[config.mk]
export PLATFORM = sky130hd
export DESIGN_NAME = uart_gen2_flat
export DESIGN_NICKNAME = d
export VERILOG_FILES = /design/src/rtl/uart_gen2_pkg.sv /design/src/rtl/uart_gen2_if.sv /design/src/rtl/uart_gen2_fifo.sv /design/src/rtl/uart_gen2.sv /design/src/flat_wrapper.sv
export SDC_FILE = /design/constraint.sdc
export NUM_CORES = 1
export LEC_CHECK = 0
export CAP_MARGIN = 0
export CORE_MARGIN = 2
export CORE_UTILIZATION = 64
export DETAILED_ROUTE_END_ITERATION = 16
export GPL_ROUTABILITY_DRIVEN = 0
export PLACE_DENSITY_LB_ADDON = 0.15
export SETUP_SLACK_MARGIN = 0.3
export SKIP_LAST_GASP = 1
export SYNTH_ARGS = -nofsm -noshare
export SYNTH_HDL_FRONTEND = slang
export SYNTH_SLANG_ARGS = --single-unit
[constraint.sdc]
create_clock -name i_clk -period 7.2 [get_ports i_clk]
set_input_delay 0.72 -clock i_clk [delete_from_list [all_inputs] [get_ports i_clk]]
set_output_delay 0.72 -clock i_clk [all_outputs]
set_load 0.05 [all_outputs]
[src/rtl/uart_gen2_pkg.sv]
// Shared definitions for the uart_gen2 slice: register map, STATUS/CTRL bit
// positions and the receiver/transmitter state encodings.
package uart_gen2_pkg;

   localparam int WB_ADR_W = 24;
   localparam int WB_DAT_W = 16;

   localparam logic [WB_ADR_W-1:0] ADR_STATUS = 24'd0;
   localparam logic [WB_ADR_W-1:0] ADR_RXDATA = 24'd1;
   localparam logic [WB_ADR_W-1:0] ADR_TXDATA = 24'd2;
   localparam logic [WB_ADR_W-1:0] ADR_DIV    = 24'd3;
   localparam logic [WB_ADR_W-1:0] ADR_CTRL   = 24'd4;

   localparam int ST_RX_AVAIL    = 0;
   localparam int ST_TX_NOT_FULL = 1;
   localparam int ST_OVERRUN     = 2;
   localparam int ST_FRAMING     = 3;
   localparam int ST_PARITY      = 4;
   localparam int ST_TX_IDLE     = 5;

   localparam int CT_PAR_EN   = 0;
   localparam int CT_PAR_ODD  = 1;
   localparam int CT_TWO_STOP = 2;
   localparam int CT_RX_IE    = 3;
   localparam int CT_TXE_IE   = 4;
   localparam int CT_ERR_IE   = 5;

   typedef enum logic [2:0] {
      RX_IDLE,
      RX_START,
      RX_DATA,
      RX_PARITY,
      RX_STOP
   } rx_state_t;

   typedef enum logic [2:0] {
      TX_IDLE,
      TX_START,
      TX_DATA,
      TX_PARITY,
      TX_STOP1,
      TX_STOP2
   } tx_state_t;

endpackage

[src/rtl/uart_gen2_if.sv]
// Wishbone classic register-bus bundle used by uart_gen2 (zero-wait-state slave).
interface uart_gen2_if;
   import uart_gen2_pkg::*;

   logic                wb_cyc;
   logic                wb_stb;
   logic                wb_we;
   logic [WB_ADR_W-1:0] wb_adr;
   logic [WB_DAT_W-1:0] wb_i_dat;
   logic [WB_DAT_W-1:0] wb_o_dat;
   logic                wb_ack;

   modport master (output wb_cyc, wb_stb, wb_we, wb_adr, wb_i_dat,
                   input  wb_o_dat, wb_ack);
   modport slave  (input  wb_cyc, wb_stb, wb_we, wb_adr, wb_i_dat,
                   output wb_o_dat, wb_ack);
endinterface

[src/rtl/uart_gen2_fifo.sv]
// Synchronous FIFO with extra-bit wrap pointers so every entry is usable;
// head is presented combinationally on dout.
module uart_gen2_fifo #(
   parameter int WIDTH = 8,
   parameter int DEPTH = 8
) (
   input  logic             i_clk,
   input  logic             i_rst,
   input  logic             push,
   input  logic             pop,
   input  logic [WIDTH-1:0] din,
   output logic [WIDTH-1:0] dout,
   output logic             full,
   output logic             empty
);
   localparam int AW = $clog2(DEPTH);

   logic [WIDTH-1:0] mem [DEPTH];
   logic [AW:0]      wr_ptr;
   logic [AW:0]      rd_ptr;
   logic             wr_en;
   logic             rd_en;

   assign empty = (wr_ptr == rd_ptr);
   assign full  = (wr_ptr[AW] != rd_ptr[AW]) && (wr_ptr[AW-1:0] == rd_ptr[AW-1:0]);
   // A pop frees the slot a same-cycle push lands in, so a full FIFO still accepts it
   assign wr_en = push & (~full | pop);
   assign rd_en = pop & ~empty;
   assign dout  = mem[rd_ptr[AW-1:0]];

   always_ff @(posedge i_clk) begin
      if (i_rst) begin
         wr_ptr <= '0;
         rd_ptr <= '0;
      end else begin
         if (wr_en) wr_ptr <= wr_ptr + (AW+1)'(1);
         if (rd_en) rd_ptr <= rd_ptr + (AW+1)'(1);
      end
   end

   always_ff @(posedge i_clk) begin
      if (wr_en) mem[wr_ptr[AW-1:0]] <= din;
   end
endmodule

[src/rtl/uart_gen2.sv]
// UART with Wishbone register interface, RX/TX FIFOs, programmable divider,
// optional parity, one/two stop bits and a registered level interrupt.
module uart_gen2
   import uart_gen2_pkg::*;
#(
   parameter int CLK_FREQ   = 50_000_000,
   parameter int BAUD       = 115200,
   parameter int OVERSAMPLE = 8,
   parameter int FIFO_DEPTH = 8
) (
   input  logic       i_clk,
   input  logic       i_rst,
   input  logic       rx,
   output logic       tx,
   output logic       irq,
   uart_gen2_if.slave wb
);
   localparam logic [15:0] DIV_RST = 16'(CLK_FREQ / (BAUD * OVERSAMPLE));
   localparam int OSW = $clog2(OVERSAMPLE);
   localparam logic [OSW-1:0] OS_LAST = OSW'(OVERSAMPLE - 1);
   localparam logic [OSW-1:0] OS_HALF = OSW'(OVERSAMPLE / 2 - 1);

   logic        acc, wr_status, wr_div, wr_ctrl, wr_tx, rd_rx;
   logic [15:0] div_q, div_eff, tick_cnt;
   logic        tick;
   logic [5:0]  ctrl_q, status;
   logic        ov, fe, pe, set_ov, set_fe, set_pe;
   logic        rx_meta, rx_s;
   logic [7:0]  rxf_dout, txf_dout;
   logic        rxf_full, rxf_empty, txf_full, txf_empty;
   logic        rx_push, tx_push, tx_idle;

   assign acc       = wb.wb_cyc & wb.wb_stb;
   assign wb.wb_ack = acc;
   assign wr_status = acc &  wb.wb_we & (wb.wb_adr == ADR_STATUS);
   assign wr_div    = acc &  wb.wb_we & (wb.wb_adr == ADR_DIV);
   assign wr_ctrl   = acc &  wb.wb_we & (wb.wb_adr == ADR_CTRL);
   assign wr_tx     = acc &  wb.wb_we & (wb.wb_adr == ADR_TXDATA);
   assign rd_rx     = acc & ~wb.wb_we & (wb.wb_adr == ADR_RXDATA) & ~rxf_empty;
   assign tx_push   = wr_tx & ~txf_full;

   always_comb begin
      status                 = '0;
      status[ST_RX_AVAIL]    = ~rxf_empty;
      status[ST_TX_NOT_FULL] = ~txf_full;
      status[ST_OVERRUN]     = ov;
      status[ST_FRAMING]     = fe;
      status[ST_PARITY]      = pe;
      status[ST_TX_IDLE]     = tx_idle;
   end

   always_comb begin
      wb.wb_o_dat = '0;
      case (wb.wb_adr)
         ADR_STATUS: wb.wb_o_dat = {10'd0, status};
         ADR_RXDATA: wb.wb_o_dat = rxf_empty ? 16'd0 : {8'd0, rxf_dout};
         ADR_DIV:    wb.wb_o_dat = div_q;
         ADR_CTRL:   wb.wb_o_dat = {10'd0, ctrl_q};
         default:    wb.wb_o_dat = '0;
      endcase
   end

   // Registers, sticky flags (set beats clear), tick generator and rx synchronizer
   assign div_eff = (div_q == 16'd0) ? 16'd1 : div_q;
   assign tick    = (tick_cnt == div_eff - 16'd1);

   always_ff @(posedge i_clk) begin
      if (i_rst) begin
         div_q    <= DIV_RST;
         tick_cnt <= '0;
         ctrl_q   <= '0;
         ov       <= 1'b0;
         fe       <= 1'b0;
         pe       <= 1'b0;
         rx_meta  <= 1'b1;
         rx_s     <= 1'b1;
         irq      <= 1'b0;
      end else begin
         if (wr_div) begin
            div_q    <= wb.wb_i_dat;
            tick_cnt <= '0;
         end else begin
            tick_cnt <= tick ? 16'd0 : tick_cnt + 16'd1;
         end
         if (wr_ctrl) ctrl_q <= wb.wb_i_dat[5:0];
         ov      <= set_ov | (ov & ~(wr_status & wb.wb_i_dat[ST_OVERRUN]));
         fe      <= set_fe | (fe & ~(wr_status & wb.wb_i_dat[ST_FRAMING]));
         pe      <= set_pe | (pe & ~(wr_status & wb.wb_i_dat[ST_PARITY]));
         rx_meta <= rx;
         rx_s    <= rx_meta;
         irq     <= (ctrl_q[CT_RX_IE]  & status[ST_RX_AVAIL]) |
                    (ctrl_q[CT_TXE_IE] & status[ST_TX_IDLE])  |
                    (ctrl_q[CT_ERR_IE] & (ov | fe | pe));
      end
   end

   // Receiver
   rx_state_t      rx_state, rx_nxt;
   logic [OSW-1:0] rx_tcnt;
   logic [2:0]     rx_bitn;
   logic [7:0]     rx_sh;
   logic           rx_par, rx_cfg_par_en, rx_cfg_par_odd, rx_smp;

   always_comb begin
      rx_nxt  = rx_state;
      rx_push = 1'b0;
      set_ov  = 1'b0;
      set_fe  = 1'b0;
      set_pe  = 1'b0;
      rx_smp  = tick && (rx_tcnt == ((rx_state == RX_START) ? OS_HALF : OS_LAST));
      case (rx_state)
         RX_IDLE:   if (tick && !rx_s) rx_nxt = RX_START;
         RX_START:  if (rx_smp) rx_nxt = rx_s ? RX_IDLE : RX_DATA;
         RX_DATA:   if (rx_smp && rx_bitn == 3'd7) rx_nxt = rx_cfg_par_en ? RX_PARITY : RX_STOP;
         RX_PARITY: if (rx_smp) rx_nxt = RX_STOP;
         RX_STOP: begin
            if (rx_smp) begin
               rx_nxt = RX_IDLE;
               if (!rx_s)                                                      set_fe  = 1'b1;
               else if (rx_cfg_par_en && ((^rx_sh ^ rx_par) != rx_cfg_par_odd)) set_pe  = 1'b1;
               else if (rxf_full)                                              set_ov  = 1'b1;
               else                                                            rx_push = 1'b1;
            end
         end
         default: rx_nxt = RX_IDLE;
      endcase
   end

   always_ff @(posedge i_clk) begin
      if (i_rst) rx_state <= RX_IDLE;
      else       rx_state <= rx_nxt;
   end

   // The detecting tick is tick 0 of the frame; settings are frozen once it leaves IDLE
   always_ff @(posedge i_clk) begin
      if (rx_state == RX_IDLE) begin
         rx_tcnt        <= '0;
         rx_bitn        <= '0;
         rx_cfg_par_en  <= ctrl_q[CT_PAR_EN];
         rx_cfg_par_odd <= ctrl_q[CT_PAR_ODD];
      end else if (tick) begin
         rx_tcnt <= rx_smp ? '0 : rx_tcnt + OSW'(1);
      end
      if (rx_smp && rx_state == RX_DATA) begin
         rx_sh   <= {rx_s, rx_sh[7:1]};
         rx_bitn <= rx_bitn + 3'd1;
      end
      if (rx_smp && rx_state == RX_PARITY) rx_par <= rx_s;
   end

   // Transmitter: bit boundaries come from a free-running tick sub-counter
   tx_state_t      tx_state, tx_nxt;
   logic [OSW-1:0] tx_tcnt;
   logic [2:0]     tx_bitn;
   logic [7:0]     tx_sh;
   logic           tx_par, tx_cfg_par_en, tx_cfg_two_stop;
   logic           bit_end, tx_load, tx_shift, tx_done, tx_d;

   assign bit_end = tick && (tx_tcnt == OS_LAST);
   assign tx_idle = txf_empty && (tx_state == TX_IDLE);

   always_comb begin
      tx_nxt   = tx_state;
      tx_load  = 1'b0;
      tx_shift = 1'b0;
      tx_done  = 1'b0;
      tx_d     = 1'b1;
      if (bit_end) begin
         case (tx_state)
            TX_IDLE:   tx_done = 1'b1;
            TX_START:  tx_nxt  = TX_DATA;
            TX_DATA: begin
               tx_shift = 1'b1;
               if (tx_bitn == 3'd7) tx_nxt = tx_cfg_par_en ? TX_PARITY : TX_STOP1;
            end
            TX_PARITY: tx_nxt = TX_STOP1;
            TX_STOP1: begin
               if (tx_cfg_two_stop) tx_nxt  = TX_STOP2;
               else                 tx_done = 1'b1;
            end
            TX_STOP2:  tx_done = 1'b1;
            default:   tx_nxt  = TX_IDLE;
         endcase
         if (tx_done) begin
            tx_load = ~txf_empty;
            tx_nxt  = txf_empty ? TX_IDLE : TX_START;
         end
      end
      case (tx_nxt)
         TX_START:  tx_d = 1'b0;
         TX_DATA:   tx_d = tx_shift ? tx_sh[1] : tx_sh[0];
         TX_PARITY: tx_d = tx_par;
         default:   tx_d = 1'b1;
      endcase
   end

   always_ff @(posedge i_clk) begin
      if (i_rst) begin
         tx_state <= TX_IDLE;
         tx_tcnt  <= '0;
         tx       <= 1'b1;
      end else begin
         tx_state <= tx_nxt;
         if (tick) tx_tcnt <= tx_tcnt + OSW'(1);
         tx       <= tx_d;
      end
   end

   always_ff @(posedge i_clk) begin
      if (tx_load) begin
         tx_sh           <= txf_dout;
         tx_bitn         <= '0;
         tx_par          <= ^txf_dout ^ ctrl_q[CT_PAR_ODD];
         tx_cfg_par_en   <= ctrl_q[CT_PAR_EN];
         tx_cfg_two_stop <= ctrl_q[CT_TWO_STOP];
      end else if (tx_shift) begin
         tx_sh   <= {1'b0, tx_sh[7:1]};
         tx_bitn <= tx_bitn + 3'd1;
      end
   end

   uart_gen2_fifo #(.WIDTH(8), .DEPTH(FIFO_DEPTH)) u_rx_fifo (
      .i_clk (i_clk),
      .i_rst (i_rst),
      .push  (rx_push),
      .pop   (rd_rx),
      .din   (rx_sh),
      .dout  (rxf_dout),
      .full  (rxf_full),
      .empty (rxf_empty)
   );

   uart_gen2_fifo #(.WIDTH(8), .DEPTH(FIFO_DEPTH)) u_tx_fifo (
      .i_clk (i_clk),
      .i_rst (i_rst),
      .push  (tx_push),
      .pop   (tx_load),
      .din   (wb.wb_i_dat[7:0]),
      .dout  (txf_dout),
      .full  (txf_full),
      .empty (txf_empty)
   );
endmodule

[src/flat_wrapper.sv]
// flat-port wrapper written by rule: the top's interface ports become plain ports
module uart_gen2_flat import uart_gen2_pkg::*;
#(
   parameter int CLK_FREQ   = 50_000_000,
   parameter int BAUD       = 115200,
   parameter int OVERSAMPLE = 8,
   parameter int FIFO_DEPTH = 8
)
  (i_clk, i_rst, rx, tx, irq, wb_wb_cyc, wb_wb_stb, wb_wb_we, wb_wb_adr, wb_wb_i_dat, wb_wb_o_dat, wb_wb_ack);
  uart_gen2_if wb_i ();
  input  logic i_clk;
  input  logic i_rst;
  input  logic rx;
  output logic tx;
  output logic irq;
  input wire logic [$bits(wb_i.wb_cyc)-1:0] wb_wb_cyc;
  input wire logic [$bits(wb_i.wb_stb)-1:0] wb_wb_stb;
  input wire logic [$bits(wb_i.wb_we)-1:0] wb_wb_we;
  input wire logic [$bits(wb_i.wb_adr)-1:0] wb_wb_adr;
  input wire logic [$bits(wb_i.wb_i_dat)-1:0] wb_wb_i_dat;
  output wire logic [$bits(wb_i.wb_o_dat)-1:0] wb_wb_o_dat;
  output wire logic [$bits(wb_i.wb_ack)-1:0] wb_wb_ack;
  assign wb_i.wb_cyc = wb_wb_cyc;
  assign wb_i.wb_stb = wb_wb_stb;
  assign wb_i.wb_we = wb_wb_we;
  assign wb_i.wb_adr = wb_wb_adr;
  assign wb_i.wb_i_dat = wb_wb_i_dat;
  assign wb_wb_o_dat = wb_i.wb_o_dat;
  assign wb_wb_ack = wb_i.wb_ack;
  uart_gen2 #(.CLK_FREQ(CLK_FREQ), .BAUD(BAUD), .OVERSAMPLE(OVERSAMPLE), .FIFO_DEPTH(FIFO_DEPTH)) u_core (.i_clk(i_clk), .i_rst(i_rst), .rx(rx), .tx(tx), .irq(irq), .wb(wb_i));
endmodule
; After elaboration in Yosys (flattened, before gate mapping)
; Memories as Yosys holds them, arrays and structs flattened. A register that Yosys moved wholly into a read port is not among the register bits.
; Index checks and enable logic that the tools add are counted.
[totals]
input_bits = 46
n_memories = 2
ram_bits = 128
register_bits = 101
out_inout_bits = 19
[memory_table]
columns = memory, words, word_bits, read_ports, rd_ports_with_merged_regs, write_ports, line
row1 = u_core.u_rx_fifo.mem, 8, 8, 1, 1, 1, uart_gen2_fifo.sv:18  ; logic [WIDTH-1:0] mem [DEPTH];
row2 = u_core.u_tx_fifo.mem, 8, 8, 1, 1, 1, uart_gen2_fifo.sv:18
[op_classes]
n_eq_ne = 33
n_addsub = 10
mux = 58
bitwise = 42
n_reduce_logical = 22
[ops]
columns = cell, count
row1 = one-hot mux 16 bit (4 select lines), 1
row2 = two-way mux 3 bit, 19
row3 = "equality test 24 x 2 -> 1 bit, second input constant", 2
row4 = one-hot mux 3 bit (5 select lines), 2
row5 = two-way mux 1 bit, 29
row6 = "equality test 24 x 1 -> 1 bit, second input constant", 1
row7 = "equality test 24 x 3 -> 1 bit, second input constant", 1
row8 = zero test 24 bit, 1
row9 = two-way mux 8 bit, 3
row10 = bitwise AND 1 bit, 23
row11 = "equality test 3 x 2 -> 1 bit, second input constant", 6
row12 = "equality test 3 bit, second input constant", 6
row13 = "adder 16 x 1 -> 16 bit, second input constant", 1
row14 = "adder 4 x 1 -> 4 bit, second input constant", 4
row15 = equality test 16 bit, 1
row16 = zero test 16 bit, 1
row17 = two-way mux 16 bit, 1
row18 = XOR reduction 8 bit, 2
row19 = "subtractor 16 x 1 -> 16 bit, second input constant", 1
row20 = "adder 3 x 1 -> 3 bit, second input constant", 4
row21 = logical AND 1 bit, 10
row22 = "!= test 2 x 1 -> 1 bit, second input constant", 5
row23 = "equality test 3 x 1 -> 1 bit, second input constant", 3
row24 = equality test 3 bit, 3
row25 = 14 further kinds, 35

; Logic depth before layout (Yosys ltp)
[logic_depth]
word_depth = 12
ltp_mapped = 16
mapped_depth_nobuf = 14

; Hierarchy
; Synthesis repeated with hierarchy kept, for this count alone.
[unflattened]
cells_unflattened = 849
hier_area_um2 = 10732.8
[modules_own_cells]
columns = module, cells_each, area_each_um2, n_inst
row1 = uart_gen2_fifo, 164, 3016.6, 2
row2 = uart_gen2, 521, 4699.5, 1

; Worst setup path after synthesis
; OpenSTA, ideal clock, no wires.
[synth_path]
path_type = reg2reg
start = reg u_core.div_q[5]
end = mem u_core.u_rx_fifo.mem[0][0] (enable)
n_path_buf = 1
path_stages_with_launch = 15
arrival_time_ns = 3.875
slack_ns = 2.942
path_cell_list = dfxtp_1 > clkbuf_1 > or4_1 > nor2_1 > a21oi_1 > ha_1 > o21ba_2 > a221oi_1 > a31oi_1 > a2111oi_0 > nor2b_1 > nand4_1 > nor2_1 > nand4b_1 > nor3_1
[synth_via]
elab_chain_cells = 10
[synth_lines]
columns = item, line
row1 = "start, declared", uart_gen2.sv:24  ; logic [15:0] div_q, div_eff, tick_cnt;
row2 = "start signal, assigned", uart_gen2.sv:80  ; div_q <= wb.wb_i_dat;
row3 = zero test 16 bit, uart_gen2.sv:64  ; assign div_eff = (div_q == 16'd0) ? 16'd1 : div_q;
row4 = two-way mux 16 bit (*), uart_gen2.sv:64
row5 = subtractor 16 x 1 -> 16 bit (*), uart_gen2.sv:65  ; assign tick = (tick_cnt == div_eff - 16'd1);
row6 = equality test 16 bit (*), uart_gen2.sv:65
row7 = logical AND 1 bit (*), uart_gen2.sv:110  ; rx_smp = tick && (rx_tcnt == ((rx_state == RX_START) ? OS_HALF : OS_LAST));
row8 = two-way mux 1 bit (*), uart_gen2.sv:117  ; if (rx_smp) begin
row9 = two-way mux 1 bit (*), uart_gen2.sv:111  ; case (rx_state)
row10 = bitwise AND 1 bit (*), uart_gen2_fifo.sv:27  ; assign wr_en = push & (~full | pop);
row11 = two-way mux 1 bit (*), uart_gen2_fifo.sv:42  ; if (wr_en) mem[wr_ptr[AW-1:0]] <= din;
row12 = two-way mux 1 bit (implied by the code) (*), uart_gen2_fifo.sv:42
row13 = "end, declared", uart_gen2_fifo.sv:18
; Every way passes the cells marked *; elsewhere a longest branch is shown, timed or not.

; Final worst setup path
[layout_path]
start = in wb_wb_adr[12]
end = out wb_wb_o_dat[1]
[layout_via]
elab_chain_cells = 2
elab_cells_between_ends = 5
cone_classes = eq/ne: 3 / mux: 1 / reduce/logical: 1
[layout_lines]
columns = item, line
row1 = "start, declared", flat_wrapper.sv:19  ; input wire logic [$bits(wb_i.wb_adr)-1:0] wb_wb_adr;
row2 = equality test 24 x 3 -> 1 bit (tied with other cells), uart_gen2.sv:54  ; case (wb.wb_adr)
row3 = one-hot mux 16 bit (4 select lines) (*), uart_gen2.sv:54
row4 = "end, declared", flat_wrapper.sv:21  ; output wire logic [$bits(wb_i.wb_o_dat)-1:0] wb_wb_o_dat;
; Marks and branches as above.

==> reports/metrics.csv <==
stage;metric;value;unit
timing;finalCritPeriodShare;70.9;%
yosys;synth_compound_area_share;6.68;%
detailed_routing;first_iter_violations;744;
setup_path;path_max_fanout;18;
floorplanning;core;0.0164;mm²
yosys;synth-async-reset-ratio;0;%
floorplanning;die_x;133;µm
setup_path;critPathKind;input pin to output pin;
floorplanning;initial_core_util;64.6;%
detailed_routing;drc;0;
global_route;grt_max_degree;58;
yosys;ys_ff_latch;235;
timing;whs;0.409;ns
setup_path;regToRegStartpoint;u_core.div_q[8];
pwr;p_total;2.73;mW
yosys;yosys.area_share.simple;15.1;%
clocking;post_cts_resize_count;0;
yosys;synth_warnings;0;
yosys;synth_edf_count;153;
clocking;clk_path_buf_depth;3;
setup_path;cpMaxStageDelayCell;clkdlybuf4s50_1;
global_route;grt_pass1_vias;7106;
yosys;synth_common_cells;153 x edfxtp_1, 93 x nor2_1, 82 x dfxtp_1;
yosys;seq_area_frac_synth;58.8;%
setup_path;cpPeakStageDelay;0.89;ns
timing;fmaxAchievable;196;MHz
setup_path;ff2ff_path_depth;14;
detailed_routing;vias;7093;
timing;worst_pin_slew;1.29;ns
floorplanning;boundaryPins;65;
outcome;outcome;completed;
global_route;overflow;0;
yosys;synth_top_family_by_area;simple AND/OR/NAND/NOR gates;
layout;drive_above_1_share;10.4;%
clocking;cts-buffers-inserted;24;
pwr;irDropWorstVdd;0.278;mV
timing;rsz0062_at_grt;no;
floorplanning;dieArea;0.0176;mm²
setup_path;crit_chain;clkdlybuf4s50_1, or4_1, nor4_1, and3_1, a222oi_1, o21ai_0, clkdlybuf4s50_1;
yosys;synth_fp_nets;916;
global_route;grt_pass1_wl;37.5;mm
clocking;cts_tree;built;
yosys;ys.flop_type;edfxtp_1;
yosys;synthDistinctLibCells;69;
setup_path;r2r_setup_slack;2.22;ns
timing;drv_slew;0;
hold_path;min_path_type;register to register;
setup_path;crit_top_cell;clkdlybuf4s50_1;
yosys;synth-xor-area-share;5.45;%
pwr;power.density;225;mW/mm²
detailed_routing;drt-total-wl;23.6;mm
setup_path;cp.arrival;4.38;ns
setup_path;cp-start-kind;input pin;
global_route;antenna_found_initial;0;
setup_path;critPathLaunch;wb_wb_adr[12];
clocking;insertion_delay;0.52;ns
global_route;grt_use_total;27.2;%
timing;worst_clock_skew;0.0146;ns
clocking;clkTransAtPathRegs;0.06;ns
detailed_routing;drtAntennaViolNets;0;
yosys;synth_area_leaders;edfxtp_1 43%, dfxtp_1 15%, mux4_2 6.8%;
detailed_routing;via_per_inst;6.22;
setup_path;r2r_end;u_core.u_rx_fifo.mem[2][5];
timing;final_hold_viol_count;0;
clocking;cts_setup_buffers;0;
detailed_routing;first_pass_iters;9;
yosys;syn_area_per_cell;12.4;µm²
setup_path;worstSetupEndpointType;output pin;
clocking;cts_root_buf;clkbuf_16;
yosys;synth_area_leader_cell;edfxtp_1;
clocking;cts_hold_buf;0;
setup_path;required;6.48;ns
detailed_routing;routedWlPerCell;20.7;µm
setup_path;endpoint;wb_wb_o_dat[1];
yosys;synth.most_common_cell;edfxtp_1;
timing;relSlewSlack;13.1;%
timing;fin_ws;2.10;ns
yosys;synthMuxAreaShare;9.83;%
yosys;synthCells;857;
place;dpl.hpwl;16.2;mm
pwr;leakage;4.03;nW
run;drv_cap;0;
yosys;synthAdderAreaFrac;1.53;%
yosys;synth.cell_area;0.0106;mm²
layout;layout.nets;961;
yosys;synth_top_area_share;43.3;%
clocking;cts_sinks;235;
timing;fin_crit;5.10;ns
timing;final-setup-viol-count;0;
layout;diodes;0;
timing;tns;0;ns
place;dp_slack;2.12;ns
floorplanning;die_h;133;µm
layout;syn2layout_area_growth;14.6;%
clocking;ctsHtreeMaxLevel;1;
floorplanning;num_rows;47;
place;io_buffers;64;
## critical path, delay by kind of cell
| family | cells | cell delay [ns] |
|---|---|---|
| AND/OR/NAND/NOR | 3 | 1.98 |
| AO/OA/AOI/OAI | 2 | 0.40 |
| buffers and inverters | 2 | 1.28 |
## layout by cell type, fill, tap and decap left out, drive strengths merged, types with 25 or more instances in the layout
cell           netlist  layout
mux2i               31      31
dfxtp               82      82
nand3               25      25
xor2                26      26
nor2                93      93
a21oi               30      30
mux4                32      32
clkdlybuf4s50        0      63
nand2               73      73
edfxtp             153     153
xnor2               40      40
clkbuf              37      30
## kinds of logic after synthesis
group           after synthesis
flops                       235
fa+ha+maj                    13
mux                          64
buf+inv                      67
xor+xnor                     66
simple gates                311
compound gates              101
## power breakdown
part / internal (mW) / switching [mW] / total, mW
clock network: 0.740 / 0.503 / 1.24
logic: 0.0286 / 0.0287 / 0.0573
registers: 1.43 / 0.00406 / 1.43
total: 2.20 / 0.536 / 2.73
## routing by layer
metal  GRT usage (%)  vias up  routed length [µm]
met3            4.33       59                1700
met2            46.2      309               11800
met5               0        -                   0
met4            9.14        0                 697
met1            36.0     3473                9330
li1                -     3252                   -
## state kept, by name, indices dropped and copies added (netlist names), 3 cells and up, named ones only
register / flops
u_core.u_tx_fifo.rd_ptr: 4
u_core.rx_bitn: 3
u_core.tick_cnt: 16
u_core.tx_bitn: 3
u_core.rx_state: 3
u_core.u_rx_fifo.wr_ptr: 4
u_core.u_rx_fifo.rd_ptr: 4
u_core.div_q: 16
u_core.ctrl_q: 6
u_core.tx_sh: 8
u_core.u_tx_fifo.wr_ptr: 4
u_core.rx_tcnt: 3
u_core.rx_sh: 8
u_core.u_tx_fifo.mem: 64
u_core.tx_tcnt: 3
u_core.u_rx_fifo.mem: 64
u_core.tx_state: 3
## cell type report
type / count / area [µm²]
fill: 1026 / 4260
timing repair buffer: 69 / 673
inverter: 17 / 63.8
multi-input combinational: 555 / 4090
clock inverter: 14 / 128
sequential: 235 / 6240
tap: 220 / 275
clock buffer: 30 / 678
## worst min-delay path by stage
stage                         startpoint          end  slack [ns]  cells past startpoint
after floorplan           u_core.rx_meta  u_core.rx_s        0.39                      1
after global placement    u_core.rx_meta  u_core.rx_s        0.39                      1
after detailed placement  u_core.rx_meta  u_core.rx_s        0.40                      1
after CTS                 u_core.rx_meta  u_core.rx_s        0.41                      1
after global routing      u_core.rx_meta  u_core.rx_s        0.42                      1
final                     u_core.rx_meta  u_core.rx_s        0.41                      1
## metrics by stage
stage	util (%)	area [µm²]	cells
after CTS	74.0	12100	1140
after global routing	74.0	12100	1140
after floorplan	-	10600	857
final	74.0	12100	1140
after global placement	69.1	11300	1096
after detailed placement	69.1	11300	1096
Note: power is estimated with default switching activity, not from simulation.
